### src/rtl/axi_read_burst_sched_pkg.sv
// Shared definitions for the AXI read burst scheduler and its burst splitter.
// Optional counters in the top are enabled by defining VERSAT_BURST_SCHED_PERF_EN.
package axi_read_burst_sched_pkg;

  localparam int unsigned BOUNDARY_4K = 32'd4096;

  localparam logic [2:0] S_IDLE  = 3'd0;
  localparam logic [2:0] S_CALC  = 3'd1;
  localparam logic [2:0] S_ADDR  = 3'd2;
  localparam logic [2:0] S_DATA  = 3'd3;
  localparam logic [2:0] S_FLUSH = 3'd4;

  typedef enum logic [2:0] {
    IDLE  = S_IDLE,
    CALC  = S_CALC,
    ADDR  = S_ADDR,
    DATA  = S_DATA,
    FLUSH = S_FLUSH
  } state_t;

  // log2 of the bus width in bytes, i.e. the width of the byte lane offset
  function automatic int calculate_AXI_OFFSET_W(input int data_w);
    int w;
    case (data_w)
      32'sd16:  w = 32'sd1;
      32'sd32:  w = 32'sd2;
      32'sd64:  w = 32'sd3;
      32'sd128: w = 32'sd4;
      32'sd256: w = 32'sd5;
      32'sd512: w = 32'sd6;
      default:  w = 32'sd2;
    endcase
    return w;
  endfunction

endpackage

### src/rtl/axi_read_burst_sched_if.sv
// Command and AXI read-address/read-data signals of the burst scheduler.
// master = scheduler side, slave = requester plus AXI interconnect side.
interface axi_read_burst_sched_if #(
  parameter int AXI_ADDR_W = 32,
  parameter int LEN_W      = 8,
  parameter int XFER_W     = 20
) ();

  logic [AXI_ADDR_W-1:0] cmd_addr_i;
  logic [XFER_W-1:0]     cmd_length_i;
  logic                  cmd_valid_i;
  logic                  cmd_ready_o;
  logic [AXI_ADDR_W-1:0] m_araddr_o;
  logic [LEN_W-1:0]      m_arlen_o;
  logic                  m_arvalid_o;
  logic                  m_arready_i;
  logic                  m_rvalid_i;
  logic                  m_rready_i;
  logic                  m_rlast_i;

  modport master (
    input  cmd_addr_i, cmd_length_i, cmd_valid_i,
    output cmd_ready_o,
    output m_araddr_o, m_arlen_o, m_arvalid_o,
    input  m_arready_i, m_rvalid_i, m_rready_i, m_rlast_i
  );

  modport slave (
    output cmd_addr_i, cmd_length_i, cmd_valid_i,
    input  cmd_ready_o,
    input  m_araddr_o, m_arlen_o, m_arvalid_o,
    output m_arready_i, m_rvalid_i, m_rready_i, m_rlast_i
  );

endinterface

### src/rtl/axi_read_burst_sched_burst_split_calc.sv
// Combinational burst sizing: min(remaining, 2^LEN_W, beats to the 4 KB page end)
// and the address following that burst. Shared with the write-side scheduler.
module burst_split_calc
  import axi_read_burst_sched_pkg::*;
#(
  parameter int AXI_ADDR_W = 32,
  parameter int LEN_W      = 8,
  parameter int XFER_W     = 20,
  parameter int OFFSET_W   = 2
) (
  input  logic [AXI_ADDR_W-1:0] addr_i,
  input  logic [XFER_W:0]       remaining_i,
  output logic [LEN_W:0]        burst_o,
  output logic [AXI_ADDR_W-1:0] next_addr_o
);

  localparam int CW0 = (XFER_W + 1 > LEN_W + 2) ? XFER_W + 1 : LEN_W + 2;
  localparam int CW  = (CW0 > 14) ? CW0 : 14;

  logic [12:0]   to_4k_bytes_s;
  logic [CW-1:0] to_4k_s;
  logic [CW-1:0] max_burst_s;
  logic [CW-1:0] rem_s;
  logic [CW-1:0] min_a_s;
  logic [CW-1:0] min_b_s;

  // addr_i is bus-aligned, so the byte distance to the page end divides evenly
  assign to_4k_bytes_s = 13'(BOUNDARY_4K) - {1'b0, addr_i[11:0]};
  assign to_4k_s       = CW'(to_4k_bytes_s >> OFFSET_W);
  assign max_burst_s   = {{(CW-1){1'b0}}, 1'b1} << LEN_W;
  assign rem_s         = CW'(remaining_i);

  assign min_a_s     = (rem_s < max_burst_s) ? rem_s : max_burst_s;
  assign min_b_s     = (min_a_s < to_4k_s) ? min_a_s : to_4k_s;
  assign burst_o     = (LEN_W+1)'(min_b_s);
  assign next_addr_o = addr_i + (AXI_ADDR_W'(burst_o) << OFFSET_W);

endmodule

### src/rtl/axi_read_burst_sched.sv
// Splits one byte-addressed read transfer into legal AXI bursts, one outstanding
// at a time, and drives the byte aligner controls. Optional: VERSAT_BURST_SCHED_PERF_EN.
module axi_read_burst_sched
  import axi_read_burst_sched_pkg::*;
#(
  parameter int AXI_ADDR_W   = 32,
  parameter int AXI_DATA_W   = 32,
  parameter int LEN_W        = 8,
  parameter int XFER_W       = 20,
  localparam int OFFSET_W    = calculate_AXI_OFFSET_W(AXI_DATA_W)
) (
  input  logic                  clk_i,
  input  logic                  rst_i,
  axi_read_burst_sched_if.master bus,
  output logic [OFFSET_W-1:0]   align_offset_o,
  output logic                  align_start_o,
  output logic                  align_burst_last_o,
  output logic                  align_transfer_last_o,
  output logic                  busy_o,
  output logic                  done_o
`ifdef VERSAT_BURST_SCHED_PERF_EN
  ,
  output logic [31:0]           perf_cycles_o,
  output logic [15:0]           perf_bursts_o,
  output logic [31:0]           perf_stall_o
`endif
);

  state_t                state_q, state_d;
  logic [AXI_ADDR_W-1:0] addr_q, addr_d;
  logic [AXI_ADDR_W-1:0] next_addr_q, next_addr_d;
  logic [OFFSET_W-1:0]   offset_q, offset_d;
  logic [XFER_W-1:0]     length_q, length_d;
  logic [XFER_W:0]       remaining_q, remaining_d;
  logic [LEN_W-1:0]      arlen_q, arlen_d;
  logic                  final_q, final_d;
  logic                  tlast_q, tlast_d;
  logic                  arvalid_q, arvalid_d;
  logic                  start_q, start_d;
  logic                  done_q, done_d;
  logic                  busy_q, busy_d;
  logic                  cmd_ready_q, cmd_ready_d;

  logic [XFER_W+1:0]     span_s;
  logic [XFER_W:0]       beats_total_s;
  logic [AXI_ADDR_W-1:0] calc_addr_s;
  logic [XFER_W:0]       calc_rem_s;
  logic [LEN_W:0]        burst_s;
  logic [AXI_ADDR_W-1:0] calc_next_s;
  logic                  rx_beat_s;
  logic                  rx_last_s;
  logic                  load_burst_s;

  assign span_s        = {2'b00, length_q} + (XFER_W+2)'(offset_q) + (XFER_W+2)'(AXI_DATA_W/8 - 1);
  assign beats_total_s = (XFER_W+1)'(span_s >> OFFSET_W);
  assign rx_beat_s     = bus.m_rvalid_i & bus.m_rready_i;
  assign rx_last_s     = rx_beat_s & bus.m_rlast_i;

  // The first burst is sized from the whole transfer, later ones from what is left
  always_comb begin
    if (state_q == CALC) begin
      calc_addr_s = addr_q;
      calc_rem_s  = beats_total_s;
    end else begin
      calc_addr_s = next_addr_q;
      calc_rem_s  = remaining_q;
    end
  end

  burst_split_calc #(
    .AXI_ADDR_W (AXI_ADDR_W),
    .LEN_W      (LEN_W),
    .XFER_W     (XFER_W),
    .OFFSET_W   (OFFSET_W)
  ) u_split (
    .addr_i      (calc_addr_s),
    .remaining_i (calc_rem_s),
    .burst_o     (burst_s),
    .next_addr_o (calc_next_s)
  );

  // Next-state and next-output computation
  always_comb begin
    state_d      = state_q;
    addr_d       = addr_q;
    next_addr_d  = next_addr_q;
    offset_d     = offset_q;
    length_d     = length_q;
    remaining_d  = remaining_q;
    arlen_d      = arlen_q;
    final_d      = final_q;
    tlast_d      = tlast_q;
    load_burst_s = 1'b0;

    case (state_q)
      IDLE: begin
        if (bus.cmd_valid_i && cmd_ready_q) begin
          addr_d   = {bus.cmd_addr_i[AXI_ADDR_W-1:OFFSET_W], {OFFSET_W{1'b0}}};
          offset_d = bus.cmd_addr_i[OFFSET_W-1:0];
          length_d = bus.cmd_length_i;
          if (bus.cmd_length_i == '0) begin
            state_d = FLUSH;
          end else begin
            state_d = CALC;
          end
        end else begin
          state_d = IDLE;
        end
      end
      CALC: begin
        load_burst_s = 1'b1;
        state_d      = ADDR;
      end
      ADDR: begin
        if (bus.m_arready_i) begin
          tlast_d = final_q;
          state_d = DATA;
        end else begin
          state_d = ADDR;
        end
      end
      DATA: begin
        // rlast alone ends a burst; the beat count is deliberately not cross-checked
        if (rx_last_s) begin
          tlast_d = 1'b0;
          if (remaining_q == '0) begin
            state_d = FLUSH;
          end else begin
            load_burst_s = 1'b1;
            state_d      = ADDR;
          end
        end else begin
          state_d = DATA;
        end
      end
      FLUSH: begin
        state_d = IDLE;
      end
      default: begin
        state_d = IDLE;
      end
    endcase

    if (load_burst_s) begin
      addr_d      = calc_addr_s;
      next_addr_d = calc_next_s;
      arlen_d     = LEN_W'(burst_s - (LEN_W+1)'(1));
      remaining_d = calc_rem_s - (XFER_W+1)'(burst_s);
      final_d     = (calc_rem_s == (XFER_W+1)'(burst_s));
    end else begin
      next_addr_d = next_addr_d;
    end

    arvalid_d   = (state_d == ADDR);
    start_d     = (state_d == CALC);
    done_d      = (state_d == FLUSH);
    busy_d      = (state_d != IDLE);
    cmd_ready_d = (state_d == IDLE);
  end

  // State and registered outputs
  always_ff @(posedge clk_i) begin
    if (rst_i) begin
      state_q     <= IDLE;
      addr_q      <= '0;
      next_addr_q <= '0;
      offset_q    <= '0;
      length_q    <= '0;
      remaining_q <= '0;
      arlen_q     <= '0;
      final_q     <= 1'b0;
      tlast_q     <= 1'b0;
      arvalid_q   <= 1'b0;
      start_q     <= 1'b0;
      done_q      <= 1'b0;
      busy_q      <= 1'b0;
      cmd_ready_q <= 1'b1;
    end else begin
      state_q     <= state_d;
      addr_q      <= addr_d;
      next_addr_q <= next_addr_d;
      offset_q    <= offset_d;
      length_q    <= length_d;
      remaining_q <= remaining_d;
      arlen_q     <= arlen_d;
      final_q     <= final_d;
      tlast_q     <= tlast_d;
      arvalid_q   <= arvalid_d;
      start_q     <= start_d;
      done_q      <= done_d;
      busy_q      <= busy_d;
      cmd_ready_q <= cmd_ready_d;
    end
  end

  assign bus.cmd_ready_o       = cmd_ready_q;
  assign bus.m_araddr_o        = addr_q;
  assign bus.m_arlen_o         = arlen_q;
  assign bus.m_arvalid_o       = arvalid_q;
  assign align_offset_o        = offset_q;
  assign align_start_o         = start_q;
  assign align_burst_last_o    = (state_q == DATA) & rx_last_s;
  assign align_transfer_last_o = tlast_q;
  assign busy_o                = busy_q;
  assign done_o                = done_q;

`ifdef VERSAT_BURST_SCHED_PERF_EN
  logic [31:0] perf_cycles_q, perf_cycles_d;
  logic [15:0] perf_bursts_q, perf_bursts_d;
  logic [31:0] perf_stall_q, perf_stall_d;

  // Saturating activity counters, restarted by each accepted command
  always_comb begin
    perf_cycles_d = perf_cycles_q;
    perf_bursts_d = perf_bursts_q;
    perf_stall_d  = perf_stall_q;
    if ((state_q == IDLE) && bus.cmd_valid_i && cmd_ready_q) begin
      perf_cycles_d = '0;
      perf_bursts_d = '0;
      perf_stall_d  = '0;
    end else begin
      if (busy_q && !(&perf_cycles_q)) begin
        perf_cycles_d = perf_cycles_q + 32'd1;
      end else begin
        perf_cycles_d = perf_cycles_q;
      end
      if (arvalid_q && bus.m_arready_i && !(&perf_bursts_q)) begin
        perf_bursts_d = perf_bursts_q + 16'd1;
      end else begin
        perf_bursts_d = perf_bursts_q;
      end
      if ((state_q == ADDR) && !bus.m_arready_i && !(&perf_stall_q)) begin
        perf_stall_d = perf_stall_q + 32'd1;
      end else begin
        perf_stall_d = perf_stall_q;
      end
    end
  end

  // Counter registers
  always_ff @(posedge clk_i) begin
    if (rst_i) begin
      perf_cycles_q <= '0;
      perf_bursts_q <= '0;
      perf_stall_q  <= '0;
    end else begin
      perf_cycles_q <= perf_cycles_d;
      perf_bursts_q <= perf_bursts_d;
      perf_stall_q  <= perf_stall_d;
    end
  end

  assign perf_cycles_o = perf_cycles_q;
  assign perf_bursts_o = perf_bursts_q;
  assign perf_stall_o  = perf_stall_q;
`endif

endmodule
### src/flat_wrapper.sv
// flat-port wrapper written by rule: the top's interface ports become plain ports
module axi_read_burst_sched_flat import axi_read_burst_sched_pkg::*;
#(
  parameter int AXI_ADDR_W   = 32,
  parameter int AXI_DATA_W   = 32,
  parameter int LEN_W        = 8,
  parameter int XFER_W       = 20,
  localparam int OFFSET_W    = calculate_AXI_OFFSET_W(AXI_DATA_W)
)
  (clk_i, rst_i, align_offset_o, align_start_o, align_burst_last_o, align_transfer_last_o, busy_o, done_o, bus_cmd_addr_i, bus_cmd_length_i, bus_cmd_valid_i, bus_cmd_ready_o, bus_m_araddr_o, bus_m_arlen_o, bus_m_arvalid_o, bus_m_arready_i, bus_m_rvalid_i, bus_m_rready_i, bus_m_rlast_i);
  axi_read_burst_sched_if #(.AXI_ADDR_W(AXI_ADDR_W), .LEN_W(LEN_W), .XFER_W(XFER_W)) bus_i ();
  input  logic clk_i;
  input  logic rst_i;
  output logic [OFFSET_W-1:0] align_offset_o;
  output logic align_start_o;
  output logic align_burst_last_o;
  output logic align_transfer_last_o;
  output logic busy_o;
  output logic done_o;
  input wire logic [$bits(bus_i.cmd_addr_i)-1:0] bus_cmd_addr_i;
  input wire logic [$bits(bus_i.cmd_length_i)-1:0] bus_cmd_length_i;
  input wire logic [$bits(bus_i.cmd_valid_i)-1:0] bus_cmd_valid_i;
  output wire logic [$bits(bus_i.cmd_ready_o)-1:0] bus_cmd_ready_o;
  output wire logic [$bits(bus_i.m_araddr_o)-1:0] bus_m_araddr_o;
  output wire logic [$bits(bus_i.m_arlen_o)-1:0] bus_m_arlen_o;
  output wire logic [$bits(bus_i.m_arvalid_o)-1:0] bus_m_arvalid_o;
  input wire logic [$bits(bus_i.m_arready_i)-1:0] bus_m_arready_i;
  input wire logic [$bits(bus_i.m_rvalid_i)-1:0] bus_m_rvalid_i;
  input wire logic [$bits(bus_i.m_rready_i)-1:0] bus_m_rready_i;
  input wire logic [$bits(bus_i.m_rlast_i)-1:0] bus_m_rlast_i;
  assign bus_i.cmd_addr_i = bus_cmd_addr_i;
  assign bus_i.cmd_length_i = bus_cmd_length_i;
  assign bus_i.cmd_valid_i = bus_cmd_valid_i;
  assign bus_cmd_ready_o = bus_i.cmd_ready_o;
  assign bus_m_araddr_o = bus_i.m_araddr_o;
  assign bus_m_arlen_o = bus_i.m_arlen_o;
  assign bus_m_arvalid_o = bus_i.m_arvalid_o;
  assign bus_i.m_arready_i = bus_m_arready_i;
  assign bus_i.m_rvalid_i = bus_m_rvalid_i;
  assign bus_i.m_rready_i = bus_m_rready_i;
  assign bus_i.m_rlast_i = bus_m_rlast_i;
  axi_read_burst_sched #(.AXI_ADDR_W(AXI_ADDR_W), .AXI_DATA_W(AXI_DATA_W), .LEN_W(LEN_W), .XFER_W(XFER_W)) u_core (.clk_i(clk_i), .rst_i(rst_i), .bus(bus_i), .align_offset_o(align_offset_o), .align_start_o(align_start_o), .align_burst_last_o(align_burst_last_o), .align_transfer_last_o(align_transfer_last_o), .busy_o(busy_o), .done_o(done_o));
endmodule
### config.mk
export PLATFORM = sky130hd
export DESIGN_NAME = axi_read_burst_sched_flat
export DESIGN_NICKNAME = d
export VERILOG_FILES = /design/src/rtl/axi_read_burst_sched_pkg.sv /design/src/rtl/axi_read_burst_sched_if.sv /design/src/rtl/axi_read_burst_sched_burst_split_calc.sv /design/src/rtl/axi_read_burst_sched.sv /design/src/flat_wrapper.sv
export SDC_FILE = /design/constraint.sdc
export NUM_CORES = 1
export LEC_CHECK = 0
export BUFFER_PORTS_ARGS = -buffer_cell sky130_fd_sc_hd__buf_2
export CAP_MARGIN = 20
export CELL_PAD_IN_SITES_DETAIL_PLACEMENT = 1
export CELL_PAD_IN_SITES_GLOBAL_PLACEMENT = 2
export CORE_MARGIN = 8
export CORE_UTILIZATION = 35
export CTS_CLUSTER_DIAMETER = 150
export DETAILED_ROUTE_END_ITERATION = 10
export HOLD_SLACK_MARGIN = 0.02
export PLACE_DENSITY_LB_ADDON = 0.1
export SLEW_MARGIN = 20
export SYNTH_ARGS = -nofsm -noshare
export SYNTH_HDL_FRONTEND = slang
export SYNTH_SLANG_ARGS = --single-unit
### constraint.sdc
create_clock -name clk_i -period 9.6 [get_ports clk_i]
set_clock_uncertainty 0.1 [all_clocks]
set_input_delay 1.92 -clock clk_i [delete_from_list [all_inputs] [get_ports clk_i]]
set_output_delay 1.92 -clock clk_i [all_outputs]
set_load 0.02 [all_outputs]
# After elaboration in Yosys (flattened, before gate mapping)

Index checks and enable logic that the tools add are counted.

Bitwise logic cells: 3
Eq/ne operators: 9
Muxes and demuxes: 19
Reduce and logical (&&, ||, !) cells: 12
Order comparisons: 2
Div/mod/pow operators: 0
Shift-type cells: 0
Multipliers: 0
Add/sub/neg operators: 6

Operators by type and width:

| kind                                                                  | count |
|---|---|
| 32-bit two-way mux                                                    | 4 |
| 21-bit two-way mux                                                    | 2 |
| 32-bit by 11-bit adder with 32-bit output                             | 1 |
| 22-bit by 2-bit adder with 22-bit output, second input constant       | 1 |
| 20-bit by 2-bit adder with 21-bit output                              | 1 |
| 21-bit by 9-bit == test with 1-bit output                             | 1 |
| 21-bit zero test                                                      | 1 |
| 21-bit by 11-bit < comparator with 1-bit output                       | 1 |
| 21-bit by 9-bit < comparator with 1-bit output, second input constant | 1 |
| 21-bit by 9-bit subtractor with 21-bit output                         | 1 |
| 20-bit zero test                                                      | 1 |
| 13-bit by 12-bit subtractor with 13-bit output, first input constant  | 1 |
| 3-bit two-way mux                                                     | 4 |
| 3-bit one-hot mux with 4 select lines                                 | 1 |
| 3-bit by 2-bit == test with 1-bit output, second input constant       | 3 |
| 9-bit two-way mux                                                     | 1 |
| 8-bit by 1-bit subtractor with 8-bit output, second input constant    | 1 |
| 3-bit by 1-bit == test with 1-bit output, second input constant       | 2 |
| 3-bit zero test                                                       | 2 |
| 2-bit nonzero test                                                    | 3 |
| 1-bit two-way mux                                                     | 5 |
| 1-bit one-hot mux with 2 select lines                                 | 2 |
| 2-bit AND reduction                                                   | 2 |
| 1-bit bitwise AND                                                     | 3 |
| 6 further kinds                                                       | 6 |

Logic and storage cells: 65
Output and inout bits: 49
Input bits: 59
RAM bits: 0
Register bits after elaboration: 125
Bits in read-only memories: 0
Latch bits: 0
Memories: 0

# Depth between registers and ports, before layout

Depth after elaboration: 8
Mapped depth: 38
Gate-level depth less buffers: 32

# Modules after synthesis

From an unflattened synthesis, not the netlist that was laid out.

Cell total of the unflattened synthesis: 1,106
Area total of the unflattened synthesis: 7,832.5 µm²

By module, submodules not included:

| module               | times used | seq. area each (µm²) | area each (µm²) | cells each |
|---|---|---|---|---|
| axi_read_burst_sched | 1          | 2,502.4              | 6,463.7         | 905 |
| burst_split_calc     | 1          | 0.0                  | 1,368.8         | 201 |

# Least setup slack after synthesis

No wires, ideal clock.

Path type: register to register
From: reg u_core.offset_q[0] (netlist: u_core.align_offset_o[0])
To: reg u_core.remaining_q[20]
Period minus slack after synthesis: 7.970 ns
Data arrival time: 7.753 ns
Data required time: 9.383 ns
Cell stages (with the launch flop): 34
Setup slack: 1.630 ns
Library setup time: 0.117 ns
Buffers on the path: 6
Cells stage by stage: dfxtp_1 ha_1 fa_1 buf_2 xnor2_1 nor2_1 o2111a_1 and3_1 clkbuf_1 a311oi_1 a311o_2 and2_1 buf_6 nand3_1 buf_2 nor2_1 ha_1 a21oi_1 o21a_1 a211oi_1 a21oi_1 nor2_1 a41o_1 buf_6 clkbuf_1 mux2i_1 inv_1 ha_1 a21o_1 a21oi_1 nand2_1 a211oi_1 mux2_1 a32o_1

Cells in the longest elaborated chain, start to end: 8

RTL lines:

| item                                              | line                                        | text |
|---|---|---|
| start: declaration                                | axi_read_burst_sched.sv:32                  | `logic [OFFSET_W-1:0] offset_q, offset_d;` |
| start signal: assignment                          | axi_read_burst_sched.sv:182                 | `offset_q <= offset_d;` |
| 20-bit by 2-bit adder with 21-bit output (*)      | axi_read_burst_sched.sv:54                  | `assign span_s = {2'b00, length_q} + (XFER_W+2)'(offset_q) + (XFER_W+2)'(AXI_DATA_W/8 - 1);` |
| 22-bit by 2-bit adder with 22-bit output (*)      | axi_read_burst_sched.sv:54                  |  |
| 21-bit two-way mux (*)                            | axi_read_burst_sched.sv:61                  | `if (state_q == CALC) begin` |
| 21-bit by 9-bit < comparator with 1-bit output    | axi_read_burst_sched_burst_split_calc.sv:33 | `assign min_a_s = (rem_s < max_burst_s) ? rem_s : max_burst_s;` |
| 21-bit two-way mux                                | axi_read_burst_sched_burst_split_calc.sv:33 |  |
| 21-bit by 11-bit < comparator with 1-bit output   | axi_read_burst_sched_burst_split_calc.sv:34 | `assign min_b_s = (min_a_s < to_4k_s) ? min_a_s : to_4k_s;` |
| 9-bit two-way mux                                 | axi_read_burst_sched_burst_split_calc.sv:34 |  |
| 21-bit by 9-bit subtractor with 21-bit output (*) | axi_read_burst_sched.sv:148                 | `remaining_d = calc_rem_s - (XFER_W+1)'(burst_s);` |
| end signal: assignment                            | axi_read_burst_sched.sv:184                 | `remaining_q <= remaining_d;` |
| end: declaration                                  | axi_read_burst_sched.sv:34                  | `logic [XFER_W:0] remaining_q, remaining_d;` |

Every way passes the cells marked *; elsewhere a longest branch is shown, timed or not.
A chain may end at the register's enable or synchronous reset.

# Final worst setup path

From: reg u_core.offset_q[0] (netlist: u_core.align_offset_o[0])
To: reg u_core.next_addr_q[27]

Cells in the longest elaborated chain, start to end: 8

RTL lines:

| item                                            | line                                        | text |
|---|---|---|
| 20-bit by 2-bit adder with 21-bit output (*)    | axi_read_burst_sched.sv:54                  |  |
| 22-bit by 2-bit adder with 22-bit output (*)    | axi_read_burst_sched.sv:54                  |  |
| 21-bit two-way mux (*)                          | axi_read_burst_sched.sv:61                  |  |
| 21-bit by 9-bit < comparator with 1-bit output  | axi_read_burst_sched_burst_split_calc.sv:33 |  |
| 21-bit two-way mux (*)                          | axi_read_burst_sched_burst_split_calc.sv:33 |  |
| 21-bit by 11-bit < comparator with 1-bit output | axi_read_burst_sched_burst_split_calc.sv:34 |  |
| 9-bit two-way mux (*)                           | axi_read_burst_sched_burst_split_calc.sv:34 |  |
| 32-bit by 11-bit adder with 32-bit output (*)   | axi_read_burst_sched_burst_split_calc.sv:36 | `assign next_addr_o = addr_i + (AXI_ADDR_W'(burst_o) << OFFSET_W);` |
| end signal: assignment                          | axi_read_burst_sched.sv:181                 | `next_addr_q <= next_addr_d;` |
| end: declaration                                | axi_read_burst_sched.sv:31                  | `logic [AXI_ADDR_W-1:0] next_addr_q, next_addr_d;` |

Marked as above.

==> metrics.sh <==
POWERDENSITY_nW_PER_UM2=421.8
SHARE_CLK_OF_TOTAL_POWER_PCT=14.8
NUM_ROWS=60
ROUTED_WIRELENGTH_UM=35110
HOLD_FAILS_FINAL_RPT=0
COREAREA_UM2=26800
HOLD_CLASS='reg -> reg'
LAYOUT_MIN_CYCLE_TIME_PS=8814
YOSYS_MOST_USED_DFF='dfxtp_1'
GR-USAGE-ALL-LAYERS_PCT=21.17
MOST-COMMON-LAYOUT-CELLS='231 x nand2_1, 125 x dfxtp_1, 113 x nor2_1'
SYNTH_AREA_UM2=9519
POSTCTSHOLDBUFS=0
P_LEAK_nW=4.256
AREA.GROWTH.SYNTH_TO_FINAL_PCT=15.80
DRT_FIRST_ITER_VIOLATIONS=480
PLACE_HPWL_UM=26120
TRITONCTS.NUM_BUFFERS=17
INTERNAL-POWER_W=0.002136
CRITPATHSLOWESTCELL='a22oi_1'
POST_DRT_VIA_CELL_RATIO=5.816
POST-SYNTH-TOP-AREA-FRACTION_PCT=26.29
SYNTH_AREA_LEADER_CELL='dfxtp_1'
PORT_BUFFERS=107
SETUP_REPAIR_AFTER_GLOBAL_ROUTING_MISSED_ITS_MARGIN='false'
FINALWEIGHTEDCONGESTION=0.8468
YOSYS_REGISTER_BITS=125
CLOCK.FMAX_MHz=113.5
WORST_SKEW_PAIR.LATE_LATENCY_PS=440
MAX_CAP_VIOL_COUNT=0
SETUP_TNS_PS=0
TIMING.MAX_SLEW.REL_SLACK_PCT=37.65
SETUP_VIOL=0
YOSYS.CELL_TYPES.COUNT=108
POWER.SHARE.COMBINATIONAL_PCT=70.1
FP.DIEH_UM=180.9
FINAL_MIN_PERIOD_OVER_CLOCK_PERIOD_PCT=91.81
CTS_ROOT_BUFFER='clkbuf_16'
REG_TO_REG_SLACK_SETUP_PS=790
CTS_TREE='built'
GLOBALROUTEOVERFLOWTOTAL=0
PATH_CLK_SLEW_PS=70
CRIT_TYPE='reg -> reg'
GRT_PASS1_WL_UM=56770
LAYOUT_COMMONEST_CELL='nand2_1'
INITIAL_ANTENNA_VIOLATION_COUNT=0
IO_PINS=108
LAYOUT-DRIVE-GT1-SHARE_PCT=17.40
FIRST_GLOBAL_VIAS=10212
P_SW_W=0.002514
FP.DIEAREA_UM2=32730
TIMING_MAX_TRANSITION_VIOLATIONS_FINAL=0
SYNTH-ASYNC-RESET-RATIO_PCT=0
CPPEAKSTAGEDELAY_PS=490
WORSTPATHMAXFANOUT=12
CTS_MAX_PATH_BUFFERS=2
DETAIL_ROUTE.FIRST_PASS.ITERATIONS=4
GRT_MAX_DEGREE=64
N_ANTENNA_CELL=0
SYNTH_AREA_PER_CELL_UM2=7.531
CLOCK_SINKS=125
POST_DRT_WL_PER_CELL_UM=20.69
FILL_CELLS=3301
SYN-INSTANCE-COUNT=1264
DIE_WIDTH_UM=180.9
SYNTH_ENABLE_FLOP_CELLS=0
WORST_SETUP_PATH_START_KIND='flip-flop'
SYNTH.TOP_CELLS.BY_AREA='dfxtp_1 26%, nand2_1 9.1%, a21oi_1 5.0%, xnor2_1 4.9%, nor2_1 4.5%'
CRIT_ARRIVAL_PS=9030
TIGHTEST_SLEW_PS=931.8
SYNTH.YOSYS.SEQ_AREA_SHARE_PCT=26.29
POWER_SWITCHING_SHARE_PCT=54.07
FIN_NETS=1427
COUNT_OF_NETS_LEFT_WITH_ANTENNA_VIOLATIONS_AFTER_DETAIL_ROUTING=0
SYNTH.YOSYS.WARNINGS=0
DEPTH_OF_THE_CTS_H_TREE=4
DRT_DRC_VIOLATIONS_LEFT=0
VIAS=9870
MAX-VDD-IR-DROP_mV=0.1732
TIMING.HOLD.WS_PS=356.8
FLOORPLAN.INITIALDENSITY_PCT=35.52
END_KIND='flip-flop'
SEQ_POWER_SHARE_PCT=15.1
CRIT_REQUIRED_PS=9820
OUTCOME='finished, final reports clean'
[layout make-up]
type | instances | area (um^2) | area share [%]
Sequential cell | 125 | 2502 | 22.70
Clock inverter | 13 | 155.1 | 1.407
Clock buffer | 19 | 442.9 | 4.018
Multi-Input combinational cell | 1030 | 6598 | 59.85
Inverter | 28 | 105.1 | 0.9535
Timing Repair Buffer | 141 | 793.3 | 7.196
Tap cell | 341 | 426.7 | 3.871
[power by group through the flow]
stage | Clock, W | Sequential, W | Combinational (W)
2_1_floorplan | 0 | 0.000719 | 0.00224
3_3_place_gp | 0 | 0.000710 | 0.00317
3_5_place_dp | 0 | 0.000711 | 0.00319
4_1_cts | 0.000705 | 0.000700 | 0.00322
5_1_grt | 0.000720 | 0.000713 | 0.00357
6_report | 0.000688 | 0.000700 | 0.00326
[cells in the mapped netlist, types with 6 or more instances]
cell type	count
nor4_2	6
nor2_1	115
o22ai_1	13
a31oi_1	12
o211ai_1	7
dfxtp_1	125
nand4_1	16
a211oi_1	30
and2_1	9
ha_1	24
a311oi_1	10
o21ai_0	32
buf_2	13
a221oi_1	9
o31ai_1	9
nor2b_1	6
or2_2	6
and4_1	8
nand2_1	232
a21o_1	10
clkbuf_1	53
nand3_1	34
and3_1	20
nor3_1	33
inv_1	28
xnor2_1	53
buf_1	9
xor2_1	23
mux2i_1	23
nand2b_1	6
nor4_1	23
nand3b_1	7
a22oi_1	16
or3_1	12
a21oi_1	95
[flip-flops by register name, summed over array words and instances, names as in the netlist]
register	cells
u_core.remaining_q	21
u_core.bus.m_araddr_o	32
u_core.state_q	3
u_core.bus.m_arvalid_o	1
u_core.next_addr_q	32
u_core.busy_o	1
u_core.align_start_o	1
u_core.align_transfer_last_o	1
u_core.final_q	1
u_core.length_q	20
u_core.done_o	1
u_core.bus.cmd_ready_o	1
u_core.bus.m_arlen_o	8
u_core.align_offset_o	2
[kinds of logic (layout without fill, tap and decap cells)]
kind of cell	count (synthesis)	in the layout	synth area share, %
multiplexers	28	28	3.049
AND/OR/NAND/NOR	563	563	28.88
XOR/XNOR	78	78	7.334
flip-flops	125	125	26.29
buffers and inverters	110	201	4.942
AO/OA/AOI/OAI	330	330	25.68
adder cells (fa/ha/maj)	29	29	3.786
other	1	2	0.03939
[through the flow]
stage	total power [W]	instance area (um^2)	setup WS [ps]	utilization, %	cells
after floorplan	0.002959	9523	1630	-	1265
after global placement	0.003884	10370	642.0	38.69	1659
after global routing	0.005000	11020	18.57	41.13	1697
after CTS	0.004621	10970	420.6	40.92	1691
final	0.004650	11020	786.1	41.13	1697
after detailed placement	0.003896	10370	399.0	38.69	1659
[worst max-delay path: cells and delay by family (launching register included)]
family                     cells  cell delay, ps
AOI/OAI and AO/OA             16            4470
xor gates and xnor gates       1             280
adders and majority gates      4            1010
buffers and inverters          2             190
DFF                            1             350
muxes                          1             360
and+or+nand+nor                8            1900
[per-layer routing]
metal / vias up / GRT usage, % / part of all wire [%]
li1: 4794 / - / -
met1: 4864 / 27.28 / 47
met2: 165 / 35.88 / 47
met3: 47 / 3.370 / 3.3
met4: 0 / 6.118 / 2.0
met5: - / 0 / 0
[final timing paths]
path / start / endpoint / cells after the start
worst max-delay path: u_core.align_offset_o[0]$_SDFFE_PP0P_ / u_core.next_addr_q[27]$_SDFFE_PP0P_ / 32
worst min-delay path: u_core.next_addr_q[9]$_SDFFE_PP0P_ / u_core.next_addr_q[9]$_SDFFE_PP0P_ / 2
worst max register to register: u_core.align_offset_o[0]$_SDFFE_PP0P_ / u_core.next_addr_q[27]$_SDFFE_PP0P_ / 32
worst min register to register: u_core.next_addr_q[9]$_SDFFE_PP0P_ / u_core.next_addr_q[9]$_SDFFE_PP0P_ / 2
[timing repair]
| action | in CTS | in global routing |
|---|---|---|
| gates resized for setup | 0 | 3 |
| buffers inserted | 0 | 6 |
| endpoints found under the setup margin | 0 | 22 |
No activity file was read; power rests on OpenSTA's default activity.
